==> src/rtl/fetch_pkg.sv <==
// Shared types for the instruction-fetch path: buffered entries, exception info and
// the fetch-unit state.
package fetch_pkg;

    localparam logic [3:0] EXC_INST_MISALIGNED   = 4'd0;
    localparam logic [3:0] EXC_INST_ACCESS_FAULT = 4'd1;

    typedef struct packed {
        logic        valid;
        logic [3:0]  code;
        logic [31:0] value;
    } fetch_exception_t;

    typedef struct packed {
        logic [31:0]      inst;
        logic [31:0]      pc;
        fetch_exception_t exception;
    } fetch_entry_t;

    typedef enum logic {
        RUN,
        HALT
    } fetch_state_t;

endpackage

==> src/rtl/fetch_fifo.sv <==
// Synchronous FIFO of fetch entries with flush; DEPTH must be a power of two (>= 2).
module fetch_fifo
    import fetch_pkg::*;
#(
    parameter int unsigned DEPTH = 2
) (
    input  logic                     clk,
    input  logic                     reset,
    input  logic                     flush,
    input  logic                     push,
    input  logic                     pop,
    input  fetch_entry_t             push_data,
    output fetch_entry_t             head,
    output logic [$clog2(DEPTH):0]   count,
    output logic                     full,
    output logic                     empty
);

    localparam int unsigned AW = $clog2(DEPTH);

    fetch_entry_t   mem [DEPTH];
    logic [AW-1:0]  rd_ptr;
    logic [AW-1:0]  wr_ptr;
    logic           do_push;
    logic           do_pop;

    always_comb begin
        empty   = (count == '0);
        full    = (count == (AW + 1)'(DEPTH));
        do_pop  = pop && !empty;
        // a full FIFO still accepts a push when the head leaves in the same cycle
        do_push = push && (!full || do_pop);
        head    = mem[rd_ptr];
    end

    always_ff @(posedge clk or negedge reset) begin
        if (!reset) begin
            rd_ptr <= '0;
            wr_ptr <= '0;
            count  <= '0;
        end else if (flush) begin
            rd_ptr <= '0;
            wr_ptr <= '0;
            count  <= '0;
        end else begin
            if (do_push) wr_ptr <= wr_ptr + 1'b1;
            if (do_pop)  rd_ptr <= rd_ptr + 1'b1;
            count <= count + (AW + 1)'(do_push) - (AW + 1)'(do_pop);
        end
    end

    always_ff @(posedge clk) begin
        if (do_push && !flush) mem[wr_ptr] <= push_data;
    end

endmodule

==> src/rtl/fetch_unit.sv <==
// Instruction-fetch initiator: issues word reads from the PC, pairs in-order responses
// with their PCs, buffers them for the core and flushes on redirect.
module fetch_unit
    import fetch_pkg::*;
#(
    parameter logic [31:0] RESET_PC        = 32'h8000_0000,
    parameter int unsigned FIFO_DEPTH      = 2,
    parameter int unsigned MAX_OUTSTANDING = 2
) (
    input  logic        clk,
    input  logic        reset,
    input  logic        redirect_valid,
    input  logic [31:0] redirect_pc,
    output logic        mem_req_valid,
    input  logic        mem_req_ready,
    output logic [31:0] mem_req_addr,
    input  logic        mem_rsp_valid,
    input  logic [31:0] mem_rsp_data,
    input  logic        mem_rsp_exception_valid,
    input  logic [3:0]  mem_rsp_exception,
    output logic        inst_valid,
    input  logic        inst_ready,
    output logic [31:0] inst_data,
    output logic [31:0] inst_pc,
    output logic        inst_exception_valid,
    output logic [3:0]  inst_exception,
    output logic [31:0] inst_exception_value
);

    localparam int unsigned OW = $clog2(MAX_OUTSTANDING + 1);
    localparam int unsigned CW = $clog2(FIFO_DEPTH) + 1;

    fetch_state_t   state;
    logic [31:0]    pc;
    logic [31:0]    rsp_pc;
    logic [OW-1:0]  outstanding;
    logic [OW-1:0]  drop_count;

    logic [CW-1:0]  fifo_count;
    logic           fifo_full;
    logic           fifo_empty;
    fetch_entry_t   fifo_head;
    fetch_entry_t   push_data;
    fetch_entry_t   shown;
    logic           fifo_push;
    logic           fifo_pop;

    logic [31:0]    in_flight;
    logic           rsp_fire;
    logic           req_fire;
    logic           misalign_push;
    logic           rsp_push;

    always_comb begin
        in_flight = 32'(fifo_count) + 32'(outstanding);
        rsp_fire  = mem_rsp_valid && (outstanding != '0);

        // slot reservation: buffered plus in-flight never exceeds the FIFO depth,
        // so every response always has a place to land
        mem_req_valid = reset && (state == RUN) && !redirect_valid
                        && (pc[1:0] == 2'b00)
                        && (32'(outstanding) < MAX_OUTSTANDING)
                        && (in_flight < FIFO_DEPTH);
        mem_req_addr  = pc;
        req_fire      = mem_req_valid && mem_req_ready;

        misalign_push = (state == RUN) && !redirect_valid && (pc[1:0] != 2'b00)
                        && (outstanding == '0) && !fifo_full;
        rsp_push      = rsp_fire && (drop_count == '0) && !redirect_valid;

        push_data = '0;
        if (misalign_push) begin
            push_data.pc              = pc;
            push_data.exception.valid = 1'b1;
            push_data.exception.code  = EXC_INST_MISALIGNED;
            push_data.exception.value = pc;
        end else begin
            push_data.inst = mem_rsp_data;
            push_data.pc   = rsp_pc;
            if (mem_rsp_exception_valid) begin
                push_data.exception.valid = 1'b1;
                push_data.exception.code  = mem_rsp_exception;
                push_data.exception.value = rsp_pc;
            end
        end

        fifo_push = misalign_push || rsp_push;
        fifo_pop  = !fifo_empty && inst_ready && !redirect_valid;

        shown                = fifo_empty ? '0 : fifo_head;
        inst_valid           = !fifo_empty;
        inst_data            = shown.inst;
        inst_pc              = shown.pc;
        inst_exception_valid = shown.exception.valid;
        inst_exception       = shown.exception.code;
        inst_exception_value = shown.exception.value;
    end

    fetch_fifo #(
        .DEPTH(FIFO_DEPTH)
    ) u_fifo (
        .clk       (clk),
        .reset     (reset),
        .flush     (redirect_valid),
        .push      (fifo_push),
        .pop       (fifo_pop),
        .push_data (push_data),
        .head      (fifo_head),
        .count     (fifo_count),
        .full      (fifo_full),
        .empty     (fifo_empty)
    );

    always_ff @(posedge clk or negedge reset) begin
        if (!reset) begin
            state       <= RUN;
            pc          <= RESET_PC;
            rsp_pc      <= RESET_PC;
            outstanding <= '0;
            drop_count  <= '0;
        end else if (redirect_valid) begin
            // every request still in flight is stale; a response arriving now is discarded
            state       <= RUN;
            pc          <= redirect_pc;
            rsp_pc      <= redirect_pc;
            outstanding <= outstanding - OW'(rsp_fire);
            drop_count  <= outstanding - OW'(rsp_fire);
        end else begin
            outstanding <= outstanding + OW'(req_fire) - OW'(rsp_fire);
            if (req_fire) pc <= pc + 32'd4;
            if (rsp_fire) begin
                if (drop_count != '0) begin
                    drop_count <= drop_count - OW'(1);
                end else begin
                    rsp_pc <= rsp_pc + 32'd4;
                    if (mem_rsp_exception_valid) state <= HALT;
                end
            end
            if (misalign_push) state <= HALT;
        end
    end

endmodule

==> config.mk <==
export PLATFORM = sky130hd
export DESIGN_NAME = fetch_unit
export DESIGN_NICKNAME = d
export VERILOG_FILES = /design/src/rtl/fetch_pkg.sv /design/src/rtl/fetch_fifo.sv /design/src/rtl/fetch_unit.sv
export SDC_FILE = /design/constraint.sdc
export NUM_CORES = 1
export LEC_CHECK = 0
export ABC_AREA = 1
export ABC_CLOCK_PERIOD_IN_PS = 16000
export CORE_AREA = 2 2 184 186
export CTS_CLUSTER_SIZE = 10
export DETAILED_ROUTE_END_ITERATION = 7
export DIE_AREA = 0 0 186 188
export DONT_BUFFER_PORTS = 1
export GPL_ROUTABILITY_DRIVEN = 0
export PLACE_DENSITY = 0.54
export SLEW_MARGIN = 10
export SYNTH_ARGS = -nofsm -noshare
export SYNTH_HDL_FRONTEND = slang
export SYNTH_HIERARCHICAL = 1
export SYNTH_SLANG_ARGS = --single-unit
==> constraint.sdc <==
create_clock -name clk -period 16 [get_ports clk]
set_input_delay 2.4 -clock clk [delete_from_list [all_inputs] [get_ports clk]]
set_output_delay 2.4 -clock clk [all_outputs]
set_load 0.01 [all_outputs]
# Yosys cells after proc, flatten, opt, wreduce, memory -nomap -nowiden
# Memory sizes are Yosys's and may differ from the RTL's.
# Cells that the tools add are included.
totals:
  regBits: 73
  ramBits: 202
  inputBits: 75
  output_inout_bits: 135
  elab_cells: 91
  memories: 1
mem_list:
  columns: ["name", "words", "word_bits", "rd", "rd_ports_with_merged_regs", "wr", "line_no", "rtl"]
  rows:
  - ["u_fifo.mem", 2, 101, 1, 0, 1, "fetch_fifo.sv:21", "fetch_entry_t mem [DEPTH];"]
classes:
  add_sub_neg: 11
  magnitude_cmp: 2
  eq_ne: 3
  muxes: 25
  n_bitwise: 1
  n_reduce_logical: 40
op_table:
  columns: ["cell", "n"]
  rows:
  - ["$mux W32", 6]
  - ["$mux W101", 1]
  - ["$mux W69", 1]
  - ["$add A32 B3 Y32 const B", 2]
  - ["$mux W37", 1]
  - ["$logic_and A1 B1 Y1", 18]
  - ["$reduce_bool A2 Y1", 8]
  - ["$mux W1", 11]
  - ["$mux W2", 5]
  - ["$logic_not A2 Y1", 4]
  - ["$reduce_bool A3 Y1", 2]
  - ["$sub A2 B1 Y2", 3]
  - ["$add A2 B1 Y2", 2]
  - ["$reduce_and A2 Y1", 2]
  - ["$add A2 B2 Y3", 1]
  - ["$logic_not A1 Y1", 3]
  - ["$lt A3 B2 Y1 const B", 1]
  - ["$ne A3 B3 Y1 const B", 1]
  - ["$reduce_and A3 Y1", 1]
  - ["$add A1 B1 Y1 const B", 2]
  - ["$eq A2 B2 Y1 const B", 1]
  - ["$logic_or A1 B1 Y1", 2]
  - ["$lt A2 B2 Y1 const B", 1]
  - ["$ne A2 B2 Y1 const B", 1]
  - ["2 further kinds", 2]

# Depth between registers and ports, before layout
# Gate-level depths: netlist of run 1.
logic_depth:
  word_depth: 10
  mapped_depth: 18
  ltp_nobuf: 16

# Modules after synthesis
# Netlist of run 1, hierarchy kept.
by_module_without_submodules:
  columns: ["mod", "instances", "cells_per_inst", "area_each_um2", "seq_area_each_um2"]
  rows:
  - ["fetch_fifo", 1, 566, 7558.5, 6165.9]
  - ["fetch_unit", 1, 1119, 6498.7, 1729.2]

# Worst setup path after synthesis of run 1
# No wires, ideal clock.
synth_path:
  kind: "input-to-reg"
  startpoint: "input redirect_valid"
  endpoint: "memory u_fifo/mem[1][0] (netlist bit) (enable)"
  setup_ps: 686
  t_arrival_ps: 10114
  required_time_ps: 15314
  slack_ps: 5200
  cell_stages: 7
  n_path_buf: 2
  cell_sequence: "nor2_4 -> nand4_4 -> buf_2 -> buf_2 -> nand2_1 -> o21ai_0 -> nor3_1"
synth_between:
  elab_chain_len: 10
  elab_cells_between_ends: 14
  cone_classes: "mux (2); reduce/logical (12)"
synth_rtl:
  columns: ["item", "line_no", "rtl"]
  rows:
  - ["start: declaration", "fetch_unit.sv:12", "input logic redirect_valid,"]
  - ["$logic_not A1 Y1 *", "fetch_unit.sv:67, fetch_unit.sv:69", null]
  - ["$logic_and A1 B1 Y1 (2 in a row)", "fetch_unit.sv:67", "misalign_push = (state == RUN) && !redirect_valid && (pc[1:0] != 2'b00)"]
  - ["$logic_and A1 B1 Y1 (2 in a row)", "fetch_unit.sv:68", "&& (outstanding == '0) && !fifo_full;"]
  - ["$logic_or A1 B1 Y1 *", "fetch_unit.sv:87", "fifo_push = misalign_push || rsp_push;"]
  - ["named net fifo_push", "fetch_unit.sv:45", "logic fifo_push;"]
  - ["$logic_and A1 B1 Y1 *", "fetch_fifo.sv:32", "do_push = push && (!full || do_pop);"]
  - ["$logic_and A1 B1 Y1 *", "fetch_fifo.sv:53", "if (do_push && !flush) mem[wr_ptr] <= push_data;"]
  - ["$mux W1 *", "fetch_fifo.sv:53", null]
  - ["$mux W1 (implied by the code) *", "fetch_fifo.sv:53", null]
  - ["end: declaration", "fetch_fifo.sv:21", null]
# The timed path passes the listed nets; every way through them passes the cells marked *.

==> flow_metrics.tcl, run 1 <==
set metrics [dict create \
    drtIter0Drc 781 \
    ant_nets 0 \
    wl_met2_um 16400 \
    fmax_mhz 182 \
    worst-setup-path-type "register to output pin" \
    seqCellArea_um2 7900 \
    min_from "rsp_pc[1]" \
    top_layer "met4" \
    cp.required_ps 13600 \
    dr_wl_met3_um 2330 \
    area_growth_pct 9.26 \
    grt_pass1_vias 9839 \
    core_area_um2 33100 \
    yosys_warnings 6 \
    setup_slack_ps 10500 \
    period_share 0.344 \
    syn_area_um2 14100 \
    die_area_um2 35000 \
    clock_skew_ps 21.8 \
    syn_avg_cell_area_um2 8.34 \
    routedWlPerCell_um 17.3 \
    seq_area_frac_synth 0.562 \
    hold_viol 0 \
    critPathLaunch "u_fifo/rd_ptr" \
    drc 0 \
    cp_max_fo 69 \
    grt_pass1_wl_um 56300 \
    clkSinkCount 275 \
    powerDensity_nw_per_um2 134 \
    die_w_um 186 \
    rsz0062_at_grt "false" \
    dieHeight_um 188 \
    io_buffers 0 \
    multi_input_area_um2 4910 \
    endpoint_kind "output pin" \
    worst_slew_pin_slew_ps 1080 \
    synthCells 1685 \
    antenna_cells 0 \
    drive_above_1_share 0.0589 \
    vias 10600 \
    setup_violations 0 \
    finalMaxSlewViolations 0 \
    nNetsFinal 1748 \
    synth_edf_count 202 \
    ys_types 39 \
    fin_setup_tns_ps 0 \
    syn-num-nets 1768 \
    stdcell_area_um2 15400 \
    cts_tree "done" \
    cts_setup_buffers 0 \
    min_path_type "register to register" \
    crit_arrival_ps 3100 \
    dp_hpwl_um 25500 \
    dpl_cell_area_um2 14400 \
    clk_pin_slew_ps 60 \
    cts_resized 0 \
    worstSetupStartpointType "register" \
    synth-async-reset-ratio 0.265 \
    cap_violations 0 \
    run_status "complete, no violations" \
    clkLatencyLatePin_ps 510 \
    synth_seq_cells 275 \
    reg2reg_from "u_fifo/count[1]" \
    wl_um 36900 \
    place_ws_ps 10600 \
    fin_crit_ps 5500 \
    final_cell_mix "nand2_1 (582), inv_1 (244), edfxtp_1 (202)" \
    slew_headroom 0.274 \
    synthFlopType "edfxtp_1" \
    pin_count 210 \
    overflow 0 \
    cts_buffer_depth 3 \
    initial_core_util 0.425 \
    grt_start_max_net_pins 103 \
    n_fill_cell 3272 \
    leakagePower_nw 6.89 \
    grt_use_total 0.210 \
    numCtsBuffers 34 \
    antenna_found_initial 0 \
    dr.pass1.iters 5 \
    met1_length_um 17400 \
    final_common_cell "nand2_1" \
    holdBufCountCts 0 \
    row_count 67 \
    clockRootBuffer "clkbuf_16" \
    avgViaCountPerCell 4.98 \
    ir_drop_uv 63.0 \
    h-tree-depth 2 \
]
==> synth_stat cells (all sizes together), types with 2 or more instances <==
library cell / instances / area, um^2
edfxtp: 202 / 6070
nor3: 12 / 71.3
dfstp: 2 / 52.6
dfrtp: 71 / 1780
nand3: 75 / 375
o22ai: 31 / 194
o211ai: 15 / 113
or2: 3 / 18.8
nand2: 592 / 2260
o21ai: 77 / 385
nand4: 15 / 115
inv: 253 / 950
ha: 7 / 87.6
buf: 38 / 214
nor2: 218 / 911
nand3b: 3 / 35.0
clkbuf: 26 / 97.6
xor2: 19 / 166
o21bai: 6 / 45.0
a21oi: 14 / 70.1
==> final timing paths <==
path                                      to  slack [ps]  depth (start not counted)
max in group asynchronous         rsp_pc[31]       14220                          0
min reg2reg                        rsp_pc[1]         490                          2
max reg2reg                u_fifo/mem[1][71]       12090                         11
min in group asynchronous   mem_req_addr[24]        1580                          0
max                              inst_pc[18]       10500                          6
min                                rsp_pc[1]         490                          2
==> cell type report <==
type / instances / share of cell area
Inverter: 254 / 0.0622
Sequential cell: 275 / 0.514
Timing Repair Buffer: 8 / 0.00391
Tap cell: 448 / 0.0365
Multi-Input combinational cell: 1092 / 0.320
Clock inverter: 5 / 0.00448
Clock buffer: 46 / 0.0590
==> layer usage <==
layer / global-route usage / vias to the layer above
met5: 0 / -
met4: 0.0521 / 0
met1: 0.305 / 4948
li1: - / 5282
met3: 0.0346 / 46
met2: 0.328 / 326
==> where the power goes <==
part	leakage [nW]	switching, W	total [W]	internal (W)
Sequential	2.73	0.0000642	0.000940	0.000876
Combinational	3.68	0.000324	0.000436	0.000112
Clock	0.473	0.000279	0.000689	0.000410
Total	6.89	0.000667	0.00207	0.00140
==> critical path, cell delays in order, from the launching register on <==
cell,delay [ps]
dfrtp_4,670
inv_2,550
buf_4,740
nand2_1,120
nand2_1,90
inv_1,40
nor2_1,300
==> kinds of logic after synthesis <==
kind of cell	after synthesis	share of synthesized area
flip-flops	275	0.562
adder cells (fa/ha/maj)	8	0.00765
AO/OA/AOI/OAI	145	0.0584
buffers and inverters	318	0.0900
AND/OR/NAND/NOR	920	0.270
XOR/XNOR	19	0.0118
==> flip-flops by register name, indices dropped and copies added, names as in the netlist <==
register	cells
u_fifo/wr_ptr	1
u_fifo/rd_ptr	1
u_fifo/count	2
drop_count	2
mem_req_addr	32
outstanding	2
u_fifo/mem	202
state	1
rsp_pc	32
==> per-stage QoR <==
step / instances / power, W / hold slack [ps] / utilization
floorplan: 1685 / 0.00128 / 442 / -
global placement: 2077 / 0.00138 / 511 / 0.434
detailed placement: 2077 / 0.00139 / 497 / 0.434
CTS: 2128 / 0.00209 / 510 / 0.464
global route: 2128 / 0.00219 / 556 / 0.464
finish: 2128 / 0.00207 / 493 / 0.464
Note: power is estimated with default switching activity, not from simulation.
==> inputs of run 2 (changes only) <==
--- a/config.mk
+++ b/config.mk
@@ -6,7 +6,7 @@
 export NUM_CORES = 1
 export LEC_CHECK = 0
 export ABC_AREA = 1
-export ABC_CLOCK_PERIOD_IN_PS = 16000
+export ABC_CLOCK_PERIOD_IN_PS = 5400
 export CORE_AREA = 2 2 184 186
 export CTS_CLUSTER_SIZE = 10
 export DETAILED_ROUTE_END_ITERATION = 7
==> constraint.sdc (replaced) <==
create_clock -name clk -period 5.4 [get_ports clk]
set_input_delay 0.81 -clock clk [delete_from_list [all_inputs] [get_ports clk]]
set_output_delay 0.81 -clock clk [all_outputs]
set_load 0.01 [all_outputs]
==> flow_metrics.tcl, run 2 (same netlist as run 1, synthesis figures left out) <==
set metrics [dict create \
    run_status "complete, no violations" \
    grt_start_max_net_pins 102 \
    drtIter0Drc 757 \
    fin_crit_ps 3500 \
    place_ws_ps 1740 \
    path_cells "inv_2, buf_12, nand2_1, nand2_1, inv_1, nor2_1" \
    area_growth_pct 9.52 \
    cts_tree "done" \
    drive_above_1_share 0.0600 \
    antenna_found_initial 0 \
    finalMaxSlewViolations 0 \
    cpMostUsedCell "nand2_1" \
    hold_ws_ps 157 \
    hold_viol 0 \
    crit_arrival_ps 2690 \
    routedWlPerCell_um 17.5 \
    final_cell_mix "nand2_1 (582), inv_1 (244), edfxtp_1 (202)" \
    cap_violations 0 \
    reg2reg_from "u_fifo/count[1]" \
    fin_util 0.465 \
    cts_buffer_depth 3 \
    worstSetupStartpointType "register" \
    setup_violations 0 \
    clockRootBuffer "clkbuf_16" \
    critPathLaunch "u_fifo/rd_ptr" \
    nNetsFinal 1753 \
    h-tree-depth 2 \
    fmax_mhz 286 \
    avgViaCountPerCell 4.99 \
    top_register "u_fifo/mem" \
    grt_pass1_vias 9871 \
    core_area_um2 33100 \
    clkLatencyLatePin_ps 500 \
    slowest_stage "dfrtp_4" \
    die_area_um2 35000 \
    ir_drop_uv 179 \
    vias 10600 \
    dr.pass1.iters 5 \
    io_buffers 0 \
    dp_hpwl_um 25400 \
    rrSetupSlack_ps 1990 \
    min_path_type "input port to asynchronous set/reset pin" \
    drc 0 \
    pin_count 210 \
    worst-setup-path-type "register to output pin" \
    crit_buf_inv 3 \
    worst_slew_pin_slew_ps 989 \
    clkSinkCount 275 \
    wl_um 37300 \
    grt_use_total 0.211 \
    slew_headroom 0.341 \
    antenna_cells 0 \
    period_share 0.649 \
    leakagePower_nw 6.91 \
    grt_pass1_wl_um 56500 \
    cpPeakStageDelay_ps 720 \
    largest_reg_flops 202 \
    dieHeight_um 188 \
    cts_resized 0 \
    path_delay_family "buffers and inverters" \
    cp_max_fo 77 \
    setup_slack_ps 1900 \
    overflow 0 \
    clock_skew_ps 10.3 \
    fin_setup_tns_ps 0 \
    ant_nets 0 \
    row_count 67 \
    initial_core_util 0.425 \
    die_w_um 186 \
    clk_pin_slew_ps 50 \
    rsz0062_at_grt "false" \
    final_common_cell "nand2_1" \
    endpoint_kind "output pin" \
    cp.required_ps 4590 \
    numCtsBuffers 34 \
    powerDensity_nw_per_um2 394 \
]
## run 2: cell types whose count changed in the layout (fill, tap and decap cells not counted), sizes merged
cell         change
bufinv           -1
dlygate4sd3      +1
inv              -1
clkinv           +2
buf              +4
clkbuf           -3
## run 2: report_power, final
| group | internal, W | switching, W |
|---|---|---|
| clock network | 0.00117 | 0.000807 |
| logic | 0.000336 | 0.000971 |
| registers | 0.00260 | 0.000189 |
| total | 0.00410 | 0.00197 |
## run 2: worst paths after layout
path                                                 end  depth (start not counted)
worst max-delay path            inst_exception_value[15]                          6
worst min-delay path                    mem_req_addr[31]                          0
worst max register to register         u_fifo/mem[1][95]                         10
worst min register to register                 rsp_pc[0]                          2
max in group asynchronous                  u_fifo/rd_ptr                          1
min in group clk                         u_fifo/count[0]                          1
## run 2: worst register-to-register path: stages (launching register included)
cell	delay [ps]
dfrtp_1	400
inv_1	70
nand2_1	150
clkinv_2	80
inv_1	120
nand2_1	80
nor2_1	230
o21ai_0	330
nor3_4	190
buf_4	540
buf_4	770
## run 2: stage by stage
stage                     instance area, um^2  power (W)  instances
after CTS                               15400    0.00613       2130
after floorplan                         14100    0.00377       1685
after global placement                  14400    0.00410       2080
after detailed placement                14400    0.00412       2080
final                                   15400    0.00606       2130
after global routing                    15400    0.00641       2130
## run 2: what timing repair did
action / in CTS / in global routing
setup buffers: 0 / 0
hold buffers: 2 / 0
hold endpoints to repair: 65 / 0
## run 2: cell type report
class / count / area (um^2)
Multi-Input combinational cell: 1092 / 4920
Inverter: 254 / 955
Clock inverter: 5 / 26.3
Clock buffer: 43 / 906
Sequential cell: 275 / 7900
Timing Repair Buffer: 13 / 133
Fill cell: 3229 / 17700
Tap cell: 448 / 561
## run 2: routing by layer
metal,wire (um),vias to the layer above,global-route usage,share of wire
li1,-,5299,-,-
met1,18000,4958,0.314,0.48
met5,0,-,0,0
met3,2090,50,0.0328,0.056
met4,666,0,0.0488,0.018
met2,16600,319,0.324,0.44
==> inputs of run 3 (changes only) <==
--- a/config.mk
+++ b/config.mk
@@ -5,15 +5,15 @@
 export SDC_FILE = /design/constraint.sdc
 export NUM_CORES = 1
 export LEC_CHECK = 0
-export ABC_AREA = 1
-export ABC_CLOCK_PERIOD_IN_PS = 5400
-export CORE_AREA = 2 2 184 186
+export ABC_AREA = 0
+export ABC_CLOCK_PERIOD_IN_PS = 2900
+export CORE_AREA = 2 2 178 180
 export CTS_CLUSTER_SIZE = 10
 export DETAILED_ROUTE_END_ITERATION = 7
-export DIE_AREA = 0 0 186 188
+export DIE_AREA = 0 0 180 182
 export DONT_BUFFER_PORTS = 1
 export GPL_ROUTABILITY_DRIVEN = 0
-export PLACE_DENSITY = 0.54
+export PLACE_DENSITY = 0.56
 export SLEW_MARGIN = 10
 export SYNTH_ARGS = -nofsm -noshare
 export SYNTH_HDL_FRONTEND = slang
==> constraint.sdc (replaced) <==
create_clock -name clk -period 2.9 [get_ports clk]
set_input_delay 0.435 -clock clk [delete_from_list [all_inputs] [get_ports clk]]
set_output_delay 0.435 -clock clk [all_outputs]
set_load 0.01 [all_outputs]
==> flow_metrics.tcl, run 3 <==
set metrics [dict create \
    run_status "complete, no violations" \
    endpoint_kind "register" \
    numCtsBuffers 31 \
    synthTopCellsByCount "edfxtp_1 (202), nor2b_1 (140), nand2_1 (108), mux2_1 (102), o21ai_0 (75)" \
    ir_drop_uv 434 \
    clock_skew_ps 12.6 \
    slew_headroom 0.218 \
    cp_max_fo 3 \
    dr.pass1.iters 5 \
    syn_area_um2 13100 \
    avgViaCountPerCell 5.45 \
    yosys.area_share.simple 0.160 \
    seq_area_frac_synth 0.601 \
    worst_slew_pin_slew_ps 1170 \
    cpPeakStageDelay_ps 470 \
    cts_tree "done" \
    synth_seq_cells 275 \
    synth-async-reset-ratio 0.265 \
    grt_pass1_vias 8334 \
    synthXorXnorAreaFrac 0.0300 \
    top_register "u_fifo/mem" \
    slowest_stage "fa_1" \
    ant_nets 0 \
    fmax_mhz 377 \
    core_area_um2 31000 \
    yosys_warnings 6 \
    synth_top_area_frac 0.462 \
    syn-num-nets 1146 \
    grt_pass1_wl_um 50800 \
    grt.met2_usage 0.312 \
    crit_arrival_ps 3130 \
    path_cells "and2_1, fa_1, nor4b_4, and3_1, inv_2, ha_1, inv_1, ha_1, xnor2_1, o21ai_0, xor2_1" \
    cap_violations 0 \
    grt_start_max_net_pins 102 \
    die_area_um2 32800 \
    syn_avg_cell_area_um2 12.4 \
    dp_hpwl_um 22400 \
    yosys-top-cells-area "edfxtp_1 (46%), dfrtp_1 (14%), mux2_1 (8.7%)" \
    die_w_um 180 \
    nNetsFinal 1175 \
    power.total_w 0.0102 \
    drive_above_1_share 0.105 \
    cts_buffer_depth 3 \
    synthFlopType "edfxtp_1" \
    fin_crit_ps 2660 \
    cpMostUsedCell "ha_1" \
    antenna_found_initial 3 \
    rsz0062_at_grt "false" \
    vias 8288 \
    period_share 0.916 \
    setup_slack_ps 245 \
    initial_core_util 0.424 \
    worst-setup-path-type "register to register" \
    n_fill_cell 2763 \
    synth_top_cell_by_area "edfxtp_1" \
    synth_fa_ha_area_frac 0.00819 \
    h-tree-depth 1 \
    ys_types 57 \
    muxShareOfSynthArea 0.107 \
    hold_ws_ps 20.0 \
    clk_pin_slew_ps 60 \
    cp.required_ps 3370 \
    leakagePower_nw 5.25 \
    row_count 65 \
    powerDensity_nw_per_um2 686 \
    min_path_type "input port to register" \
    crit_buf_inv 2 \
    hold_viol 0 \
    grt_use_total 0.200 \
    synthCells 1063 \
    synth_top_family_by_area "simple AND/OR/NAND/NOR gates" \
    clkLatencyLatePin_ps 560 \
    path_delay_family "adder cells" \
    routedWlPerCell_um 21.7 \
    area_growth_pct 13.4 \
    finalMaxSlewViolations 0 \
    worstSetupStartpointType "register" \
    pin_count 210 \
    busiest_layer "met2" \
    drc 0 \
    setup_violations 0 \
    overflow 0 \
    final_common_cell "edfxtp_1" \
    io_buffers 0 \
    wl_um 33100 \
    clkSinkCount 275 \
    synth_edf_count 202 \
    yosysMostFrequentCell "edfxtp_1" \
    dieHeight_um 182 \
    clockRootBuffer "clkbuf_16" \
    grt_use_met1 0.279 \
    grt_use_met3 0.0451 \
    place_ws_ps 257 \
    final_cell_mix "edfxtp_1 (202), nor2b_1 (140), nand2_1 (108)" \
    synth_compound_area_frac 0.0617 \
    drtIter0Drc 647 \
    largest_reg_flops 202 \
]
-- run 3: final timing paths --
path | slack, ps | end | from | cells after the start
hold / removal | 20 | mem_req_addr[1] | redirect_pc[1] | 2
setup / recovery | 240 | outstanding[1] | u_fifo/count[0] | 11
hold reg to reg | 550 | rsp_pc[0] | rsp_pc[0] | 2
min in group asynchronous | 470 | u_fifo/rd_ptr | reset | 2
setup reg to reg | 240 | outstanding[1] | u_fifo/count[0] | 11
max in group asynchronous | 2100 | rsp_pc[31] | reset | 2
-- run 3: stage by stage --
stage	cell area, um^2	TNS (ps)	utilization	cells
2_1_floorplan	13200	-347730	-	1063
3_3_place_gp	13900	0	0.447	1449
3_5_place_dp	13900	0	0.447	1449
4_1_cts	14900	0	0.481	1518
5_1_grt	14900	0	0.481	1521
6_report	14900	0	0.481	1522
-- run 3: repair_timing --
| item | 4_1_cts | 5_1_grt |
|---|---|---|
| setup endpoints to repair | 0 | 0 |
| hold buffers | 12 | 0 |
| gates resized for setup | 0 | 0 |
| buffers inserted | 0 | 0 |
| hold endpoints to repair | 108 | 0 |
-- run 3: kinds of logic (layout without fill, tap and decap cells) --
| group | after synthesis | after routing |
|---|---|---|
| buffers and inverters | 94 | 147 |
| other | 0 | 4 |
| AND/OR/NAND/NOR | 385 | 385 |
| multiplexers | 124 | 124 |
| AO/OA/AOI/OAI | 132 | 132 |
| adder cells (fa/ha/maj) | 8 | 8 |
| flip-flops | 275 | 275 |
| XOR/XNOR | 45 | 45 |
-- run 3: routing by layer --
metal  vias up  routed length (um)  part of all wire
li1       3880                   -                 -
met1      4081               14800              0.45
met2       277               15300              0.46
met3        50                2250             0.068
met4         0                 714             0.022
met5         -                   0                 0
-- run 3: final cells by class --
class / count / area (um^2) / area share
repair buffers: 52 / 588 / 0.0395
clock inverters: 1 / 8.76 / 0.000588
well taps: 402 / 503 / 0.0338
clock buffers: 56 / 880 / 0.0590
flip-flops and latches: 275 / 7900 / 0.530
inverters: 38 / 143 / 0.00957
multi-input cells: 694 / 4870 / 0.327
diodes: 4 / 10.0 / 0.000672
-- run 3: report_power, final --
part / total (W) / internal (W) / switching, W
Clock: 0.00350 / 0.00202 / 0.00149
Combinational: 0.00167 / 0.000637 / 0.00104
Sequential: 0.00505 / 0.00475 / 0.000295
